File: config.mk
export PLATFORM = sky130hd
export DESIGN_NAME = booth_mul_arbiter
export DESIGN_NICKNAME = d
export VERILOG_FILES = /design/src/rtl/booth_pkg.sv /design/src/rtl/booth_rr_arb.sv /design/src/rtl/booth_mul_arbiter.sv
export SDC_FILE = /design/constraint.sdc
export NUM_CORES = 1
export LEC_CHECK = 0
export CORE_ASPECT_RATIO = 0.75
export CORE_MARGIN = 3
export CORE_UTILIZATION = 43
export CTS_CLUSTER_SIZE = 14
export DETAILED_ROUTE_END_ITERATION = 12
export PLACE_DENSITY = 0.8
export SLEW_MARGIN = 15
export SYNTH_ARGS = -nofsm -noshare
export SYNTH_HDL_FRONTEND = slang
export SYNTH_SLANG_ARGS = --single-unit
File: constraint.sdc
create_clock -name clk -period 3 [get_ports clk]
set_input_delay 0.45 -clock clk [delete_from_list [all_inputs] [get_ports clk]]
set_output_delay 0.45 -clock clk [all_outputs]
set_load 0.03 [all_outputs]
File: src/rtl/booth_pkg.sv
// Shared types and helpers for the Booth multiplier arbiter slice.
// Holds the sequencer state encoding, default widths and a clog2 helper.
package booth_pkg;

  typedef enum logic [1:0] {
    IDLE  = 2'd0,
    ISSUE = 2'd1,
    WAIT  = 2'd2,
    RESP  = 2'd3
  } booth_state_e;

  localparam int DEF_OP_W  = 5;
  localparam int DEF_RES_W = 8;

  function automatic int clog2(input int value);
    int r;
    r = 0;
    while ((1 << r) < value) r++;
    return r;
  endfunction

endpackage

File: src/rtl/booth_rr_arb.sv
// Combinational round-robin picker: first requester at or above ptr, wrapping.
// Produces a one-hot grant plus the winner's index.
module booth_rr_arb
  import booth_pkg::*;
#(
  parameter int NUM_REQ = 4,
  parameter int ID_W    = clog2(NUM_REQ)
) (
  input  logic [NUM_REQ-1:0] req_valid,
  input  logic [ID_W-1:0]    ptr,
  output logic [NUM_REQ-1:0] grant,
  output logic [ID_W-1:0]    grant_idx,
  output logic               grant_any
);

  always_comb begin
    logic [ID_W-1:0] idx;
    idx       = '0;
    grant     = '0;
    grant_idx = '0;
    grant_any = 1'b0;
    for (int i = 0; i < NUM_REQ; i++) begin
      idx = ID_W'((int'(ptr) + i) % NUM_REQ);
      if (!grant_any && req_valid[idx]) begin
        grant[idx] = 1'b1;
        grant_idx  = idx;
        grant_any  = 1'b1;
      end
    end
  end

endmodule

File: src/rtl/booth_mul_arbiter.sv
// Shares one fixed-latency Booth multiplier among NUM_REQ requesters:
// round-robin accept, one-cycle start pulse, timed capture, valid/ready response.
module booth_mul_arbiter
  import booth_pkg::*;
#(
  parameter int NUM_REQ = 4,
  parameter int OP_W    = DEF_OP_W,
  parameter int RES_W   = DEF_RES_W,
  parameter int MUL_LAT = 6
) (
  input  logic                      clk,
  input  logic                      n_rst,
  input  logic [NUM_REQ-1:0]        req_valid,
  input  logic [NUM_REQ*OP_W-1:0]   req_m,
  input  logic [NUM_REQ*OP_W-1:0]   req_q,
  output logic [NUM_REQ-1:0]        req_ready,
  output logic                      rsp_valid,
  output logic [clog2(NUM_REQ)-1:0] rsp_id,
  output logic [RES_W-1:0]          rsp_result,
  input  logic                      rsp_ready,
  output logic                      mul_start,
  output logic [OP_W-1:0]           mul_m,
  output logic [OP_W-1:0]           mul_q,
  input  logic [RES_W-1:0]          mul_result,
  output logic                      busy
);

  localparam int ID_W  = clog2(NUM_REQ);
  localparam int CNT_W = clog2(MUL_LAT + 1);
  localparam logic [CNT_W-1:0] CNT_LAST = CNT_W'(MUL_LAT - 1);

  booth_state_e       state_q, state_d;
  logic [ID_W-1:0]    ptr_q;
  logic [ID_W-1:0]    id_q;
  logic [ID_W-1:0]    grant_idx;
  logic [NUM_REQ-1:0] grant;
  logic               grant_any;
  logic               accept;
  logic               wait_done;
  logic [CNT_W-1:0]   cnt_q;
  logic [OP_W-1:0]    op_m_q;
  logic [OP_W-1:0]    op_q_q;
  logic               rsp_valid_q;
  logic [ID_W-1:0]    rsp_id_q;
  logic [RES_W-1:0]   rsp_result_q;

  booth_rr_arb #(
    .NUM_REQ (NUM_REQ),
    .ID_W    (ID_W)
  ) u_arb (
    .req_valid (req_valid),
    .ptr       (ptr_q),
    .grant     (grant),
    .grant_idx (grant_idx),
    .grant_any (grant_any)
  );

  always_comb begin
    state_d   = state_q;
    accept    = 1'b0;
    wait_done = 1'b0;
    case (state_q)
      IDLE: begin
        if (grant_any) begin
          accept  = 1'b1;
          state_d = ISSUE;
        end
      end
      ISSUE: state_d = WAIT;
      WAIT: begin
        if (cnt_q == CNT_LAST) begin
          wait_done = 1'b1;
          state_d   = RESP;
        end
      end
      RESP: begin
        if (rsp_ready) state_d = IDLE;
      end
      default: state_d = IDLE;
    endcase
  end

  // Gated by n_rst so the grant also reads 0 while reset is held.
  assign req_ready  = (state_q == IDLE && n_rst) ? grant : '0;
  assign mul_start  = (state_q == ISSUE);
  assign busy       = (state_q != IDLE);
  assign mul_m      = op_m_q;
  assign mul_q      = op_q_q;
  assign rsp_valid  = rsp_valid_q;
  assign rsp_id     = rsp_id_q;
  assign rsp_result = rsp_result_q;

  always_ff @(posedge clk or negedge n_rst) begin
    if (!n_rst) begin
      state_q     <= IDLE;
      ptr_q       <= '0;
      cnt_q       <= '0;
      rsp_valid_q <= 1'b0;
    end else begin
      state_q <= state_d;
      if (accept) ptr_q <= (grant_idx == ID_W'(NUM_REQ - 1)) ? '0 : grant_idx + 1'b1;
      if (state_q == ISSUE) cnt_q <= '0;
      else if (state_q == WAIT) cnt_q <= cnt_q + 1'b1;
      if (wait_done) rsp_valid_q <= 1'b1;
      else if (state_q == RESP && rsp_ready) rsp_valid_q <= 1'b0;
    end
  end

  // Accept edge: operands are visible on mul_m/mul_q, so they clear with reset.
  always_ff @(posedge clk or negedge n_rst) begin
    if (!n_rst) begin
      op_m_q       <= '0;
      op_q_q       <= '0;
      rsp_id_q     <= '0;
      rsp_result_q <= '0;
    end else begin
      if (accept) begin
        op_m_q <= req_m[int'(grant_idx)*OP_W +: OP_W];
        op_q_q <= req_q[int'(grant_idx)*OP_W +: OP_W];
      end
      if (wait_done) begin
        rsp_result_q <= mul_result;
        rsp_id_q     <= id_q;
      end
    end
  end

  always_ff @(posedge clk) begin
    if (accept) id_q <= grant_idx;
  end

endmodule

# Word level (Yosys, flattened, before mapping)
# Cells that the tools add are included.
[totals]
out_inout_bits = 27
inputBits = 55
ff_bits = 30
[op_classes]
order_cmp = 8
add_sub_neg = 5
n_bitwise = 3
reduce_logical = 17
multipliers = 1
n_mux = 42
n_eq_ne = 8
shifts = 2
[op_table]
columns = ["operator", "n"]
rows = [
  ["$shiftx 20x32->5", 1],
  ["$mux 4", 5],
  ["$shiftx 20x6->5", 1],
  ["$mux 1", 18],
  ["$mux 2", 8],
  ["$lt 2x3->1 const B", 4],
  ["$or 4x4->4", 3],
  ["$logic_and 1x1->1", 9],
  ["$bmux 1 s2", 4],
  ["$demux 1 s2", 4],
  ["$ge 2x1->1 const B", 4],
  ["$pmux 2 s4", 1],
  ["$eq 2x2->1 const B", 3],
  ["$mux 3", 2],
  ["$ne 2x2->1 const B", 3],
  ["$reduce_bool 2->1", 3],
  ["$mul 2x3->5 const B", 1],
  ["$add 2x1->2 const B", 2],
  ["$add 2x2->2 const B", 2],
  ["$add 3x1->3 const B", 1],
  ["$eq 3x3->1 const B", 1],
  ["$logic_not 1->1", 3],
  ["$reduce_and 3->1", 1],
  ["$eq 2x1->1 const B", 1],
  ["$logic_not 2->1", 1],
]

# Logic depth before layout (Yosys ltp)
# Gate-level depths: netlist (run 1).
[logic_depth]
ltp_word = 14
ltp_mapped = 11
depth_no_buf = 8

# By module
# From an unflattened synthesis (run 1), not the netlist that was laid out.
[hier_totals]
cells_unflattened = 175
area_unflattened_um2 = 1954.4
[by_module_without_submodules]
columns = ["mod", "cells_per_inst", "seq_area_each_um2", "area_per_inst_um2", "instances"]
rows = [
  ["booth_mul_arbiter", 130, 760.7, 1535.2, 1],
  ["booth_rr_arb", 45, 0.0, 419.2, 1],
]

# Worst setup path before layout (run 1)
# No wires, ideal clock.
[synth_path]
path_kind = "register to output"
startpoint = "register ptr_q[0]"
endpoint = "output port req_ready[0]"
path_slack_ns = 0.045
t_required_ns = 2.550
arrival_time_ns = 2.505
path_stages_with_launch = 11
path_cell_list = "dfrtp_1 buf_6 buf_2 inv_1 ha_1 or3_1 nor2_1 a311oi_1 a21oi_1 a221oi_1 nor2_1"
[synth_via]
elab_chain_cells = 13
word_cells_on_any_way = 48
classes_between = "3 x add/sub; 8 x order compare; 24 x mux; 3 x bitwise; 10 x reduce/logical"
[synth_lines]
columns = ["item", "line_no", "rtl"]
rows = [
  ["from (decl)", "booth_mul_arbiter.sv:33", "logic [ID_W-1:0] ptr_q;"],
  ["from (signal assigned)", "booth_mul_arbiter.sv:101", "if (accept) ptr_q <= (grant_idx == ID_W'(NUM_REQ - 1)) ? '0 : grant_idx + 1'b1;"],
  ["parallel branches: the longest is 11 deep, another holds $lt 2x3->1", "n/a", ""],
  ["$mux 4 (*)", "booth_rr_arb.sv:24", "if (!grant_any && req_valid[idx]) begin"],
  ["$mux 4 (*)", "booth_mul_arbiter.sv:84", "assign req_ready = (state_q == IDLE && n_rst) ? grant : '0;"],
  ["to (decl)", "booth_mul_arbiter.sv:16", "output logic [NUM_REQ-1:0] req_ready,"],
]
# Every way passes the cells marked *. The select of a mux whose other input is x is not followed.

# Worst setup path after layout (run 1)
[layout_path]
startpoint = "input port req_valid[0]"
endpoint = "output port req_ready[2]"
[layout_via]
elab_chain_cells = 13
word_cells_on_any_way = 25
classes_between = "16 x mux; 3 x bitwise; 6 x reduce/logical"
[layout_lines]
columns = ["item", "line_no", "rtl"]
rows = [
  ["from (decl)", "booth_mul_arbiter.sv:13", "input logic [NUM_REQ-1:0] req_valid,"],
  ["$bmux 1 s2", "booth_rr_arb.sv:24", ""],
  ["$mux 1 (implied by the code)", "booth_rr_arb.sv:24", ""],
  ["$mux 1", "booth_rr_arb.sv:24", ""],
  ["$logic_not 1->1", "booth_rr_arb.sv:24", ""],
  ["$logic_and 1x1->1", "booth_rr_arb.sv:24", ""],
  ["$mux 1", "booth_rr_arb.sv:24", ""],
  ["$logic_not 1->1", "booth_rr_arb.sv:24", ""],
  ["$logic_and 1x1->1", "booth_rr_arb.sv:24", ""],
  ["$mux 1", "booth_rr_arb.sv:24", ""],
  ["$logic_not 1->1", "booth_rr_arb.sv:24", ""],
  ["$logic_and 1x1->1", "booth_rr_arb.sv:24", ""],
  ["$mux 4 (*)", "booth_rr_arb.sv:24", ""],
  ["$mux 4 (*)", "booth_mul_arbiter.sv:84", ""],
]
# Mark *: on every way between the ends. The rest lies on a longest branch, timed or not. The select of a mux whose other input is x is not followed.

==> reports/summary.txt, run 1 <==
Status - finished clean
Avg Cell Area, Syn - 10.60 um2
DRT Pass-1 Iters - 5
Ordered cell list for the critical path - clkdlybuf4s50_1 > or3_1 > or3_1 > a21oi_2 > a221oi_1 > nor2_1 > buf_4
Internal power - 1772 uW
Root buf cell - clkbuf_8
Worst path most repeated cell - or3_1
Type of the worst min-delay path - register to register
Post-route clock period utilization - 0.9702
Via count - 1735
Core area - 4279 um2
Fillers - 323
Seq pwr share - 0.238
Post-layout min period - 2.911 ns
Yosys top cell area share - 0.3461
Pin count of the biggest net entering global routing - 29
FFs w/ async S/R, synth - 0.9333
Worst Hold Launch - rsp_valid
Main synth FF type - dfrtp_1
Ant diodes - 0
Peak supply drop - 0.7519 mV
P_leak - 0.001264 uW
Final WL - 4896 um
Final instance area - 2940 um2
Clock Power Share - 0.095
Yosys cell types - 36
FF+latch area - 762.0 um2
R2R depth - 7
Total Power - 3177 uW
Die area - 5576 um2
TritonCTS Sinks - 30
Family with the most delay on the worst path - simple AND/OR/NAND/NOR gates
Initial Util - 0.4731
P&R area growth vs syn - 45.24%
WHS Path Cells - 2
Sequential area share after synthesis - 0.3758
Worst slew pin tran - 0.9007 ns
RSZ-0062 raised after global routing - false
CP max FO - 10
Hold Fails Final Rpt - 0
Reg clk slew, reported paths - 0.06 ns
Antenna viol nets, final - 0
Setup crit start - req_valid[0]
Setup crit end kind - output pin
WHS - 0.4865 ns
GRT Total Usage - 0.1781
Post-synth top area cell - dfrtp_1
# rows - 20
CP startpoint kind - primary input
WP buf/inv - 2
Multi-input gate area - 1131 um2
Layout Utilization - 0.6871
Final Skew - 0.007513 ns
Final-report max-slew violation count - 0
Layout Nets - 344
Max clock buf depth - 2
Max_slew headroom - 0.3972
Pwr Density - 1080 nW/um2
Fraction of layout cells with a size suffix above 1 - 0.1377
Reg2reg start - ptr_q[1]
Drt wl/cell - 14.79 um
WP data required - 2.55 ns
Number of synthesized flops with an enable pin - 2
Switching power - 1405 uW
Logic depth of the worst path, buffers included - 7
CP peak stage delay - 0.56 ns
Clk_lat worst skew - 0.27 ns
DP Area - 2853 um2
Starting DRC count in detailed routing - 50
Main area contributors after synthesis - dfrtp_1, mux2i_1, ha_1
First-pass GRT wire length - 7962 um
Antenna violations before repair - 0
Maxcap violations - 0
Post-Synthesis Cell Area - 2024 um2
Post-DR vias/cell - 5.242
#FFs+latches synth - 30
Mapped Nets - 260
Combinational share of power - 0.667
Count of final setup violators - 0
Residual DRC - 0
Vias in the first global route - 1690
Worst EP arrival - 2.46 ns
Die H - 65.42 um
Net Sw Frac - 0.4423
Mapped Cells - 191
FMAX - 343.6 MHz
Final setup TNS - 0 ns
H-tree Lvls - 2
CP max stage cell - clkdlybuf4s50_1
Grt total ovfl - 0
Post-CTS Setup Bufs - 0
Cts bufs inserted - 5
PortBufs - 81
Die width - 85.23 um
CTS tree - done
GPL Wtd Cong - 0.7834
HPWL Detailed - 3702 um
Synthesis Warnings - 0
Worst Path Class, Setup - primary input to output pin
Io pins - 82
CTS Hold Buffers Added - 0
[area by class of cell]
type / instances / share of cell area
well taps: 55 / 0.02340
inverters: 10 / 0.01277
repair buffers: 89 / 0.2928
clock buffers: 8 / 0.02723
flip-flops and latches: 30 / 0.2591
multi-input cells: 139 / 0.3847
[logic make-up after synthesis]
family | Yosys count | synth area share
simple gates | 47 | 0.1007
mux | 40 | 0.2262
compound gates | 37 | 0.1378
flops | 30 | 0.3758
buf+inv | 22 | 0.06860
fa+ha+maj | 14 | 0.08653
xor+xnor | 1 | 0.004327
[cells in the mapped netlist (3+ instances only)]
library cell and count:
nand2_1 24, or3_1 3, o21ai_1 3, mux2i_1 24
dfrtp_1 28, o21ai_0 4, a221oi_1 4, buf_2 3
a22oi_1 4, o22ai_1 4, inv_1 10, ha_1 14
mux2_2 13, o221ai_1 10, nor2_1 15, a21oi_1 3
[state kept, by name, summed over array words and instances (netlist names)]
name,cells
cnt_q,3
mul_q,5
ptr_q,2
rsp_result,8
mul_m,5
rsp_valid,1
rsp_id,2
id_q,2
state_q,2
[path summary, 6_finish.rpt]
kind	endpoint	slack (ns)
max	req_ready[2]	0.09
min	rsp_valid	0.49
max reg2reg	mul_m[0]	0.36
min reg2reg	rsp_valid	0.49
max in group asynchronous	ptr_q[1]	2.10
min in group asynchronous	state_q[0]	0.62
[per-stage QoR]
| stage | worst slack (ns) | cells |
|---|---|---|
| after global placement | 0.002263 | 323 |
| after floorplan | 0.04476 | 191 |
| after CTS | 0.09228 | 331 |
| after global routing | 0.01383 | 331 |
| after detailed placement | -0.03877 | 323 |
| final | 0.08943 | 331 |
[metal layers]
layer	global-route usage	vias up	routed length [um]
met1	0.2392	805	2253
li1	-	857	-
met5	0	-	0
met2	0.2723	71	2090
met4	0.03557	0	11
met3	0.07143	2	541
[power by group through the flow]
| stage | Sequential, uW | Combinational [uW] | Clock (uW) |
|---|---|---|---|
| 3_5_place_dp | 759 | 2120 | 0 |
| 4_1_cts | 758 | 2130 | 314 |
| 5_1_grt | 786 | 2310 | 332 |
| 2_1_floorplan | 1020 | 1320 | 0 |
| 6_report | 756 | 2120 | 301 |
| 3_3_place_gp | 755 | 2090 | 0 |
[worst reg2reg max path, cell delays in order (launching register included)]
cell,delay [ns]
dfrtp_2,0.45
inv_1,0.11
ha_2,0.32
mux4_2,0.34
o21ai_1,0.13
o21ai_4,0.71
mux2i_1,0.29
o221ai_1,0.14
[cells in the final DEF (no fill, tap or decap), drive strengths merged]
master / instances
a211oi: 1
nor2b: 2
o21ai: 9
nand3: 1
a22oi: 4
mux4: 3
nand2b: 1
clkbuf: 8
or2b: 1
nand2: 24
o221ai: 10
nor2: 15
a221oi: 4
clkdlybuf4s50: 77
o22ai: 4
or3: 3
edfxtp: 2
o32a: 1
xnor2: 1
mux2: 13
mux2i: 24
buf: 12
a21oi: 3
ha: 14
inv: 10
a311oi: 1
dfrtp: 28
[repair_timing]
action / in CTS / in global routing
endpoints found under the setup margin: 4 / 4
endpoints found under the hold margin: 0 / 0
gates resized for setup: 1 / 2
Power figures use the tool's default switching activity.
==> inputs of run 2 (changes only) <==
ABC_CLOCK_PERIOD_IN_PS = 3000   (was unset)
CTS_CLUSTER_SIZE = unset   (was 14)
MAX_ROUTING_LAYER = met4   (was unset)
==> run 2 against run 1 <==
Setup slack worse by 0.0036 ns; power about the same; register-to-register slack about the same; sequential power about the same; sequential share of layout area unchanged; critical path depth unchanged; hold slack about the same; fmax down 0.12%; combinational power about the same; critical endpoint unchanged; largest cell class unchanged.
==> reports/summary.txt, run 2 (synthesis gave the netlist of run 1 again) <==
Family with the most delay on the worst path - simple AND/OR/NAND/NOR gates
Pin count of the biggest net entering global routing - 29 (unchanged)
Clk_lat worst skew - 0.27 ns (about the same)
HPWL Detailed - 3702 um (unchanged)
Pwr Density - 1081 nW/um2 (about the same)
Top Usage Layer GRT - met2
P_leak - 0.001264 uW (unchanged)
Residual DRC - 0 (unchanged)
Met1 global-route usage - 0.2408 (+0.001574)
Worst EP arrival - 2.46 ns (about the same)
Fraction of layout cells with a size suffix above 1 - 0.1377 (unchanged)
Via count - 1735 (unchanged)
R2R setup slack - 0.35 ns (about the same)
Drt wl/cell - 14.62 um (-1.2%)
Seq pwr share - 0.238 (about the same)
GRT Total Usage - 0.1827 (+0.004611)
Worst Path Class, Setup - primary input to output pin
Final-report max-slew violation count - 0 (unchanged)
Ordered cell list for the critical path - clkdlybuf4s50_1 > or3_1 > or3_1 > a21oi_2 > a221oi_1 > nor2_1 > buf_4
Antenna violations before repair - 0 (unchanged)
Die area - 5576 um2 (unchanged)
WHS Path Cells - 2 (unchanged)
Setup crit end kind - output pin
Combinational share of power - 0.667 (about the same)
Layout Nets - 344 (unchanged)
WP buf/inv - 2 (unchanged)
R2R depth - 7 (unchanged)
Met2 usage - 0.2771 (+0.004845)
Most frequent cells in the layout - clkdlybuf4s50_1, dfrtp_1, mux2i_1, nand2_1, nor2_1
Grt total ovfl - 0 (unchanged)
Fillers - 323 (unchanged)
Placed cell count - 323 (unchanged)
WHS Endpoint - rsp_valid
Reg2reg start - ptr_q[1]
DP Worst Slack - -0.03877 ns (unchanged)
Post-route clock period utilization - 0.9714 (+0.001193)
First-pass GRT wire length - 7935 um (-0.34%)
Max clock buf depth - 2 (unchanged)
Peak supply drop - 0.7525 mV (about the same)
Cts bufs inserted - 5 (unchanged)
CP max FO - 10 (unchanged)
Final setup TNS - 0 ns (unchanged)
Switching power - 1406 uW (about the same)
WP data required - 2.55 ns (about the same)
Die H - 65.42 um (unchanged)
CTS Hold Buffers Added - 0 (unchanged)
Net Sw Frac - 0.4424 (about the same)
# rows - 20 (unchanged)
RSZ-0062 raised after global routing - false
M3 GR Usage - 0.06140 (-0.01003)
CTS tree - done
Starting DRC count in detailed routing - 50 (unchanged)
Hold Fails Final Rpt - 0 (unchanged)
Core area - 4279 um2 (unchanged)
GPL Wtd Cong - 0.7943 (+1.4%)
Antenna viol nets, final - 0 (unchanged)
Io pins - 82 (unchanged)
Type of the worst min-delay path - register to register
Max_slew headroom - 0.3911 (-0.006141)
CP peak stage delay - 0.56 ns (about the same)
Clock Power Share - 0.095 (about the same)
Die width - 85.23 um (unchanged)
Final WL - 4839 um (-1.2%)
Count of final setup violators - 0 (unchanged)
Most common cell after layout, fill and taps aside - clkdlybuf4s50_1
Root buf cell - clkbuf_8
H-tree Lvls - 2 (unchanged)
TritonCTS Sinks - 30 (unchanged)
Worst slew pin tran - 0.9099 ns (+0.009176 ns)
Worst Hold Launch - rsp_valid
Post-layout min period - 2.914 ns (+0.003580 ns)
Setup ws final - 0.08585 ns (-0.003580 ns)
Worst path most repeated cell - or3_1
Vias in the first global route - 1695 (+0.30%)
DRT Pass-1 Iters - 4 (-1)
Worst R2R End - mul_m[0]
Initial Util - 0.4731 (unchanged)
Maxcap violations - 0 (unchanged)
Max FFs per register - 8 (unchanged)
Status - finished clean
PortBufs - 81 (unchanged)
Ant diodes - 0 (unchanged)
Reg clk slew, reported paths - 0.06 ns (about the same)
CP startpoint kind - primary input
Internal power - 1772 uW (about the same)
Post-DR vias/cell - 5.242 (unchanged)
FMAX - 343.2 MHz (-0.12%)
CP max stage cell - clkdlybuf4s50_1
Final non-filler cell total - 331 (unchanged)
P&R area growth vs syn - 45.24% (unchanged)
Final Skew - 0.007578 ns (+0.00006528 ns)
## run 2: power by group through the flow
stage	sequential, uW	combinational, uW	clock [uW]
finish	757	2120	301
CTS	758	2130	314
detailed placement	759	2120	0
global route	786	2310	332
floorplan	1020	1320	0
global placement	755	2090	0
## run 2: worst register-to-register path: stages, from the launching register on
cell and delay (ns):
dfrtp_2 0.45, inv_1 0.11, ha_2 0.32, mux4_2 0.34, o21ai_1 0.13, o21ai_4 0.72
mux2i_1 0.29, o221ai_1 0.14
## run 2: area by class of cell
cell class	instances	area, um2	area share
Inverter	10	37.54	0.01277
Sequential cell	30	762.0	0.2591
Multi-Input combinational cell	139	1131	0.3847
Tap cell	55	68.82	0.02340
Clock buffer	8	80.08	0.02723
Timing Repair Buffer	89	860.8	0.2928
## run 2: repair_timing
action                                  CTS  global route
setup buffers                             0             0
endpoints found under the setup margin    4             4
pin swaps                                 0             0
gates resized for setup                   1             2
## run 2: routing by layer
layer / share of wire / up-vias / wire [um]
met5: 0 / - / 0
met4: 0.0023 / 0 / 11
met3: 0.095 / 2 / 460
met2: 0.43 / 70 / 2063
met1: 0.48 / 805 / 2302
li1: - / 858 / -
## run 2: how the worst max path moves through the flow
| stage | from | to | slack, ns | cells after the start |
|---|---|---|---|---|
| finish | req_valid[0] | req_ready[2] | 0.09 | 7 |
| global route | req_valid[0] | req_ready[2] | 0.01 | 7 |
| CTS | ptr_q[1] | req_ready[3] | 0.09 | 9 |
| detailed placement | req_valid[0] | mul_m[0] | -0.04 | 7 |
| global placement | req_valid[0] | mul_m[4] | 0.002 | 7 |
| floorplan | ptr_q[0] | req_ready[0] | 0.04 | 10 |
## run 2: metrics by stage
step / area [um2] / hold WS (ns) / total power (uW) / util
after floorplan: 2024 / 0.1544 / 2340 / -
after global placement: 2853 / 0.4668 / 2849 / 0.6667
after detailed placement: 2853 / 0.4742 / 2884 / 0.6667
after CTS: 2937 / 0.4915 / 3204 / 0.6863
after global routing: 2940 / 0.5081 / 3429 / 0.6871
final: 2940 / 0.4865 / 3178 / 0.6871
==> inputs of run 3 (changes only) <==
CORE_ASPECT_RATIO = unset   (was 0.75)
==> run 3 against run 2 <==
Flip-flop and latch count is the same; largest power group unchanged; combinational power hardly changed; die area fell by 0.15%; power grew 0.85%; core utilization shrank 2.5 points; global-route usage up 1.0 points; routed wire length increased by 1.7%.
==> reports/summary.txt, run 3 (synthesis gave the netlist of run 1 again) <==
HPWL Detailed - 3722 um (+0.52%)
Initial Util - 0.4555 (-0.01758)
Clk_lat worst skew - 0.28 ns (about the same)
GPL Wtd Cong - 0.8114 (+2.2%)
Setup crit end kind - output pin
Hold Fails Final Rpt - 0 (unchanged)
H-tree Lvls - 2 (unchanged)
WHS - 0.4813 ns (-0.005166 ns)
CP max stage cell - clkdlybuf4s50_1
First-pass GRT wire length - 7962 um (+0.34%)
GRT Total Usage - 0.1929 (+0.01020)
Starting DRC count in detailed routing - 127 (+150%)
Residual DRC - 0 (unchanged)
Post-route clock period utilization - 0.9523 (-0.01905)
RSZ-0062 raised after global routing - false
PortBufs - 81 (unchanged)
Maxcap violations - 0 (unchanged)
Layout Nets - 344 (unchanged)
Post-DR vias/cell - 5.494 (+4.8%)
FMAX - 350.0 MHz (+2.0%)
Max FFs per register - 8 (unchanged)
Die width - 74.62 um (-12%)
Pwr Density - 1088 nW/um2 (+0.72%)
Final-report max-slew violation count - 0 (unchanged)
Root buf cell - clkbuf_8
Pin count of the biggest net entering global routing - 29 (unchanged)
Worst EP arrival - 2.41 ns (-0.05 ns)
CP peak stage delay - 0.54 ns (-0.02 ns)
Reg clk slew, reported paths - 0.06 ns (about the same)
Cts bufs inserted - 5 (unchanged)
Most common cell after layout, fill and taps aside - clkdlybuf4s50_1
Total Power - 3205 uW (+0.85%)
Worst path most repeated cell - or3_1
Worst slew pin tran - 0.8938 ns (-0.01607 ns)
Post-CTS Setup Bufs - 0 (unchanged)
# rows - 24 (+20%)
Layout Utilization - 0.6624 (-0.02469)
Max_slew headroom - 0.4018 (+0.01075)
CP max FO - 10 (unchanged)
Setup ws final - 0.1430 ns (+0.05715 ns)
DRT Pass-1 Iters - 4 (unchanged)
Core area - 4444 um2 (+3.9%)
Final setup TNS - 0 ns (unchanged)
TritonCTS Sinks - 30 (unchanged)
Via count - 1802 (+3.9%)
Most frequent cells in the layout - clkdlybuf4s50_1, dfrtp_1, mux2i_1, nand2_1, nor2_1
Final WL - 4923 um (+1.7%)
Peak supply drop - 0.4948 mV (-34%)
Ordered cell list for the critical path - clkdlybuf4s50_1 > or3_1 > or3_1 > a21oi_2 > a221oi_1 > nor2_1 > buf_4
Post-layout min period - 2.857 ns (-0.05715 ns)
Vias in the first global route - 1764 (+4.1%)
Die H - 74.62 um (+14%)
P&R area growth vs syn - 45.43%
Count of final setup violators - 0 (unchanged)
Fraction of layout cells with a size suffix above 1 - 0.1377 (unchanged)
P_leak - 0.001275 uW (+0.89%)
Antenna violations before repair - 0 (unchanged)
Max clock buf depth - 2 (unchanged)
WP data required - 2.55 ns (about the same)
CP startpoint kind - primary input
CTS tree - done
Grt total ovfl - 0 (unchanged)
Final Skew - 0.008363 ns (+0.0007855 ns)
Die area - 5567 um2 (-0.15%)
Status - finished clean
Type of the worst min-delay path - register to register
Ant diodes - 0 (unchanged)
Io pins - 82 (unchanged)
Drt wl/cell - 15.01 um (+2.7%)
DP Worst Slack - -0.07940 ns (-0.04063 ns)
Antenna viol nets, final - 0 (unchanged)
Worst Path Class, Setup - primary input to output pin
[run 3: cell count changes in the layout (fill, tap and decap cells not counted), sizes merged]
cell	before	now
clkinv	0	1
clkbuf	8	7
[run 3: cell type report]
cell class | count | area, um2
clock buffers | 7 | 86.33
clock inverters | 1 | 5.005
fillers | 358 | 1500
inverters | 10 | 37.54
multi-input cells | 139 | 1129
flip-flops and latches | 30 | 760.7
well taps | 52 | 65.06
repair buffers | 89 | 860.8
[run 3: worst max-delay path, delay by kind of cell]
kind | cells | cell delay, ns
and+or+nand+nor | 3 | 0.89
AOI/OAI and AO/OA | 2 | 0.35
buffers and inverters | 2 | 0.71
[run 3: worst paths after layout]
check	startpoint	end	slack, ns	depth (start not counted)
setup / recovery	req_valid[0]	req_ready[3]	0.14	7
hold / removal	id_q[1]	rsp_id[1]	0.48	1
setup reg to reg	ptr_q[0]	mul_m[2]	0.39	7
hold reg to reg	id_q[1]	rsp_id[1]	0.48	1
max in group asynchronous	n_rst	rsp_id[1]	2.09	2
min in group asynchronous	n_rst	rsp_valid	0.63	2
[run 3: per-layer routing]
layer	vias to the layer above	share of wire	wire length (um)	GRT usage
met4	0	0.018	87	0.06917
met2	56	0.54	2657	0.3327
li1	859	-	-	-
met5	-	0	0	-
met1	878	0.40	1977	0.2206
met3	9	0.041	201	0.04139
[run 3: report_power, final]
part | switching [uW] | internal (uW) | total (uW)
sequential | 106 | 630 | 736
combinational | 1170 | 972 | 2140
clock | 146 | 185 | 331
total | 1420 | 1790 | 3200
[run 3: stage by stage]
stage	cells	area, um2
2_1_floorplan	191	2024
3_3_place_gp	320	2849
3_5_place_dp	320	2849
4_1_cts	328	2940
5_1_grt	328	2944
6_report	328	2944
[run 3: repair_timing]
| item | CTS | global route |
|---|---|---|
| gates resized for setup | 0 | 1 |
| setup endpoints to repair | 0 | 4 |
| hold buffers | 0 | 0 |
